==> src/rtl/fetch_sequencer.sv <==
// Purpose : owns the PC and issues one word-addressed instruction fetch at a time, holding each returned word for decode.
// Latency : request one cycle after IDLE, instr_valid the cycle after imem_ack; min 3 cycles/instr with zero-latency ack.
// Backpr. : a held instruction stalls fetch until instr_ready or redirect; halt stops new fetches only from IDLE/HALT.
//
// Ports:
//   clk, rst                      clock, asynchronous active-high reset
//   imem_req/imem_addr            fetch request and word address (address stable until ack)
//   imem_ack/imem_rdata           memory response, ignored when no request is outstanding
//   instr_valid/instr/instr_pc    held instruction and its fetch address, valid/ready handshake
//   instr_ready                   decode accepts the held instruction
//   redirect/redirect_pc          one-cycle branch/jump pulse; squashes the held word or in-flight fetch
//   halt/halted                   level request to stop fetching / status while stopped
//   pc                            next fetch address
module fetch_sequencer #(
    parameter int                ADDR_W   = 32,
    parameter int                DATA_W   = 32,
    parameter logic [ADDR_W-1:0] RESET_PC = '0
) (
    input  logic              clk,
    input  logic              rst,
    output logic              imem_req,
    output logic [ADDR_W-1:0] imem_addr,
    input  logic              imem_ack,
    input  logic [DATA_W-1:0] imem_rdata,
    output logic              instr_valid,
    output logic [DATA_W-1:0] instr,
    output logic [ADDR_W-1:0] instr_pc,
    input  logic              instr_ready,
    input  logic              redirect,
    input  logic [ADDR_W-1:0] redirect_pc,
    input  logic              halt,
    output logic              halted,
    output logic [ADDR_W-1:0] pc
);

    typedef enum logic [1:0] {
        IDLE  = 2'd0,
        FETCH = 2'd1,
        HOLD  = 2'd2,
        HALT  = 2'd3
    } state_t;

    localparam logic [ADDR_W-1:0] PC_STEP = {{(ADDR_W-1){1'b0}}, 1'b1};

    state_t            state, state_nxt;
    logic [ADDR_W-1:0] pc_nxt;
    logic              squash, squash_nxt;
    // Address of a fetch that was redirected while still awaiting its ack.
    // pc already holds the redirect target, but memory must keep seeing
    // the original address until the response arrives.
    logic [ADDR_W-1:0] inflight_addr, inflight_addr_nxt;
    logic [DATA_W-1:0] instr_nxt;
    logic [ADDR_W-1:0] instr_pc_nxt;

    // ------------------------------------------------------------------
    // State register
    // ------------------------------------------------------------------
    always_ff @(posedge clk or posedge rst) begin
        if (rst) begin
            state         <= IDLE;
            pc            <= RESET_PC;
            squash        <= 1'b0;
            inflight_addr <= '0;
            instr         <= '0;
            instr_pc      <= '0;
        end else begin
            state         <= state_nxt;
            pc            <= pc_nxt;
            squash        <= squash_nxt;
            inflight_addr <= inflight_addr_nxt;
            instr         <= instr_nxt;
            instr_pc      <= instr_pc_nxt;
        end
    end

    // ------------------------------------------------------------------
    // Next-state logic. redirect wins over ack capture and instr_ready.
    // ------------------------------------------------------------------
    always_comb begin
        state_nxt         = state;
        pc_nxt            = pc;
        squash_nxt        = squash;
        inflight_addr_nxt = inflight_addr;
        instr_nxt         = instr;
        instr_pc_nxt      = instr_pc;

        case (state)
            IDLE: begin
                if (redirect) begin
                    pc_nxt = redirect_pc;
                end
                state_nxt = halt ? HALT : FETCH;
            end

            FETCH: begin
                if (imem_ack) begin
                    if (squash || redirect) begin
                        // Response belongs to a squashed fetch: drop it.
                        // pc already holds the target unless the redirect
                        // arrives together with the ack.
                        squash_nxt = 1'b0;
                        if (redirect) begin
                            pc_nxt = redirect_pc;
                        end
                        state_nxt = IDLE;
                    end else begin
                        instr_nxt    = imem_rdata;
                        instr_pc_nxt = pc;
                        pc_nxt       = pc + PC_STEP;
                        state_nxt    = HOLD;
                    end
                end else if (redirect) begin
                    pc_nxt     = redirect_pc;
                    squash_nxt = 1'b1;
                    // A second redirect before the ack must not overwrite
                    // the address still on the bus.
                    if (!squash) begin
                        inflight_addr_nxt = pc;
                    end
                end
            end

            HOLD: begin
                if (redirect) begin
                    pc_nxt    = redirect_pc;
                    state_nxt = IDLE;
                end else if (instr_ready) begin
                    state_nxt = IDLE;
                end
            end

            HALT: begin
                if (redirect) begin
                    pc_nxt = redirect_pc;
                end
                if (!halt) begin
                    state_nxt = IDLE;
                end
            end

            default: begin
                state_nxt = IDLE;
            end
        endcase
    end

    // ------------------------------------------------------------------
    // Outputs
    // ------------------------------------------------------------------
    always_comb begin
        imem_req    = (state == FETCH);
        imem_addr   = (state == FETCH && squash) ? inflight_addr : pc;
        instr_valid = (state == HOLD);
        halted      = (state == HALT);
    end

endmodule

==> config.mk <==
export PLATFORM = sky130hd
export DESIGN_NAME = fetch_sequencer
export DESIGN_NICKNAME = d
export VERILOG_FILES = /design/src/rtl/fetch_sequencer.sv
export SDC_FILE = /design/constraint.sdc
export NUM_CORES = 1
export LEC_CHECK = 0
export BUFFER_PORTS_ARGS = -buffer_cell sky130_fd_sc_hd__buf_4
export CAP_MARGIN = 20
export CORE_ASPECT_RATIO = 1.4
export CORE_UTILIZATION = 51
export DETAILED_ROUTE_END_ITERATION = 10
export GPL_TIMING_DRIVEN = 0
export PLACE_DENSITY = 0.88
export RECOVER_POWER = 100
export SYNTH_ARGS = -nofsm -noshare
export SYNTH_HDL_FRONTEND = slang
export SYNTH_SLANG_ARGS = --single-unit
export TNS_END_PERCENT = 1
==> constraint.sdc <==
create_clock -name clk -period 4.45 [get_ports clk]
set_input_delay 0.2225 -clock clk [delete_from_list [all_inputs] [get_ports clk]]
set_output_delay 0.2225 -clock clk [all_outputs]
set_load 0.02 [all_outputs]
==> reports/results.txt <==
Clock Path Buffers: 2
filler instances: 961
core area: 11800 um^2
# DRC: 0
flip-flop and latch area: 3280 um^2
TritonCTS clock tree: built
fin. max-slew vios: 46
flops & latches, synth: 131
Rows: 47
Post-synth ARST share: 100%
Hold Crit Class: in -> reg
Data required, critical path: 4.23 ns
Post-Place Cells: 971
most frequent cell on the critical path: clkbuf_1
YS warnings: 0
Logic pwr share: 34.8%
CP Capture Type: primary output
failing checks: max-capacitance violations, max-slew violations
reg2reg start: state[0]
worst path arrival time: 2.76 ns
PwrDens: 670 nW/um^2
RSZ-0062 raised after global routing: false
setup ws final: 1.47 ns
die footprint: 12600 um^2
clock sink count: 131
Final Hold Fails: 0
Tcrit/Tclk final: 66.9%
hold_sp: redirect_pc[28]
clk root buf: clkbuf_16
share of total power in the clock network: 30.5%
Crit Path Max Fanout: 10
port bufs: 200
Yosys cell types: 51
Routed WL per cell: 17.9 um
setup slack, reg-to-reg: 1.95 ns
Starting Density: 52.3%
Die X: 95.0 um
Vias: 5697
hold depth: 3
Post-CTS Resized: 0
antenna violations before repair: 0
Reg power frac: 34.7%
TritonCTS Buffers: 17
final antenna-violating net count: 0
nets@finish: 944
Primary FF master, synth: dfrtp_1
CP cell instances: nor2b_1 -> clkbuf_1 -> nand2_1 -> clkbuf_1 -> mux2_2 -> clkbuf_1
EDFF count, synth: 0
DR vias/cell: 5.52
Leakage Power: 0.00385 uW
final wirelength: 18500 um
maximum vdd drop: 0.000357 V
worst setup path class: reg -> out
slowest CP cell: clkbuf_1
hpwl dp: 12200 um
Worst Skew: 0.0108 ns
internal power: 3540 uW
Synth Net Count: 694
routability cong.: 0.909
share of layout cells above drive strength 1: 21.3%
first-pass GRT wire length: 28800 um
Congestion Overflow GR: 0
die height: 132 um
critical path startpoint category: flip-flop
number of diodes: 0
Synth Instances: 623
post-synthesis sequential area ratio: 53.0%
multi-input combinational cell area: 2590 um^2
Cell Area, Synth: 6180 um^2
GRT Util Overall: 30.3%
Sw Pwr: 2070 uW
number of global-route vias before repair: 5725
Reg clk slew, reported paths: 0.06 ns
Worst Tran Pin Value: 2.09 ns
RR Endpoint: instr_pc[19]
status: finished with violations
largest net degree at the start of global routing: 87
CP max stage delay: 0.57 ns
Worst-Skew Late Latency: 0.42 ns
post-route insts no fill: 1033
slew margin rel.: -40.1%
final setup fails: 0
H-Tree Depth: 4
num ports: 201
drt pass-1 iters: 6
post-layout minimum cycle time: 2.98 ns
DP Worst Slack: 2.37 ns
Avg Cell Area, Syn: 9.92 um^2
Worst Hold Endpoint: pc[28]
R2R depth: 7
Area Overhead vs Synth: 35.4%
initial DRC count: 358
max frequency: 336 MHz
Net Sw Frac: 36.8%
fin util: 70.8%
Max Cap Viol: 1
[registers in the layout (all words and copies together), names as in the netlist]
signal	cells
inflight_addr	32
instr	32
instr_pc	32
pc	32
state	2
squash	1
[Yosys cell counts (2+ instances only)]
cell type / number / share of area, %
or3_1: 2 / 0.20
inv_1: 2 / 0.12
xnor2_1: 9 / 1.3
a311oi_1: 6 / 0.85
nand3_1: 13 / 1.1
o21ai_0: 14 / 1.1
and3_1: 6 / 0.61
xor2_1: 6 / 0.85
and2_1: 4 / 0.40
mux2_2: 64 / 12
nand2_1: 227 / 14
a21oi_1: 11 / 0.89
buf_6: 4 / 0.73
nor3_1: 8 / 0.65
dfrtp_1: 131 / 53
o211a_1: 2 / 0.32
nor2_1: 23 / 1.4
o21ai_1: 2 / 0.16
buf_1: 8 / 0.49
o221a_2: 2 / 0.36
clkbuf_2: 2 / 0.16
nor4_1: 5 / 0.51
a211oi_1: 3 / 0.36
nor4_4: 2 / 0.69
nor2b_1: 2 / 0.20
and4_1: 5 / 0.71
dlygate4sd1_1: 2 / 0.28
o31ai_1: 3 / 0.36
buf_2: 15 / 1.2
clkbuf_1: 9 / 0.55
nand4_1: 9 / 0.91
a31oi_1: 2 / 0.20
mux2i_1: 2 / 0.32
[metal layers]
| layer | routed length (um) | GRT usage (%) | vias up |
|---|---|---|---|
| met1 | 7010 | 35.0 | 2712 |
| met2 | 9410 | 50.7 | 293 |
| li1 | - | - | 2619 |
| met4 | 847 | 16.4 | 0 |
| met3 | 1240 | 7.44 | 73 |
| met5 | 0 | 0 | - |
[critical path, delay by kind of cell (launching register included)]
| family | cells | cell delay [ns] |
|---|---|---|
| mux | 1 | 0.42 |
| buf+inv | 3 | 0.95 |
| flops | 1 | 0.48 |
| simple gates | 2 | 0.47 |
[power by group through the flow]
stage / registers, uW / logic (uW) / clock network, uW
6_report: 1940 / 1950 / 1710
5_1_grt: 2000 / 2110 / 1780
4_1_cts: 1940 / 2300 / 1730
3_5_place_dp: 1950 / 2260 / 0
3_3_place_gp: 1930 / 2210 / 0
2_1_floorplan: 2280 / 977 / 0
[kinds of logic after synthesis]
group                    synth area share, %
AND/OR/NAND/NOR                         23.1
flip-flops                              53.0
multiplexers                            12.0
AO/OA/AOI/OAI                           5.47
buffers and inverters                   4.11
XOR/XNOR                                2.13
adder cells (fa/ha/maj)                0.202
[how the worst max path moves through the flow]
stage	from	endpoint	slack, ns	cells past startpoint
2_1_floorplan	rst	inflight_addr[0]	0.73	1
3_3_place_gp	rst	instr[28]	-0.74	2
3_5_place_dp	state[0]	imem_addr[13]	2.37	6
4_1_cts	state[0]	imem_addr[13]	1.88	6
5_1_grt	state[0]	imem_addr[11]	1.40	6
6_report	state[0]	imem_addr[13]	1.47	6
[cell usage in the layout, fill, tap and decap left out, types with 4 or more instances in the layout]
master / netlist / layout
bufinv_16: 0 / 8
xnor2_1: 9 / 9
dlygate4sd3_1: 0 / 30
nand2_1: 227 / 227
xor2_1: 6 / 6
nor2_1: 23 / 23
clkbuf_1: 9 / 154
nor3_1: 8 / 8
nor4_1: 5 / 7
and4_1: 5 / 5
nand3_1: 13 / 14
dfrtp_1: 131 / 131
buf_2: 15 / 4
buf_4: 1 / 72
and3_1: 6 / 6
mux2_2: 64 / 64
clkbuf_16: 0 / 17
a311oi_1: 6 / 6
nand4_1: 9 / 10
a21oi_1: 11 / 11
o21ai_0: 14 / 15
[through the flow]
stage | setup TNS [ns] | instance area, um^2 | hold slack (ns) | power (uW)
3_3_place_gp | -95.63 | 7870 | 0.411 | 4140
5_1_grt | 0 | 8370 | 0.00795 | 5890
3_5_place_dp | 0 | 7900 | 0.268 | 4210
2_1_floorplan | 0 | 6180 | 0.308 | 3250
4_1_cts | 0 | 8930 | 0.000928 | 5970
6_report | 0 | 8370 | 0.0156 | 5610
[cell type report]
type / count / area share [%]
flip-flops and latches: 131 / 39.2
well taps: 147 / 2.20
multi-input cells: 448 / 31.0
repair buffers: 231 / 16.2
clock inverters: 13 / 3.32
clock buffers: 19 / 5.41
plain buffers: 42 / 2.65
inverters: 2 / 0.105
[what timing repair did]
item,CTS,global route
hold buffers,30,0
setup buffers,0,0
hold endpoints to repair,74,0
Power figures use the tool's default switching activity.
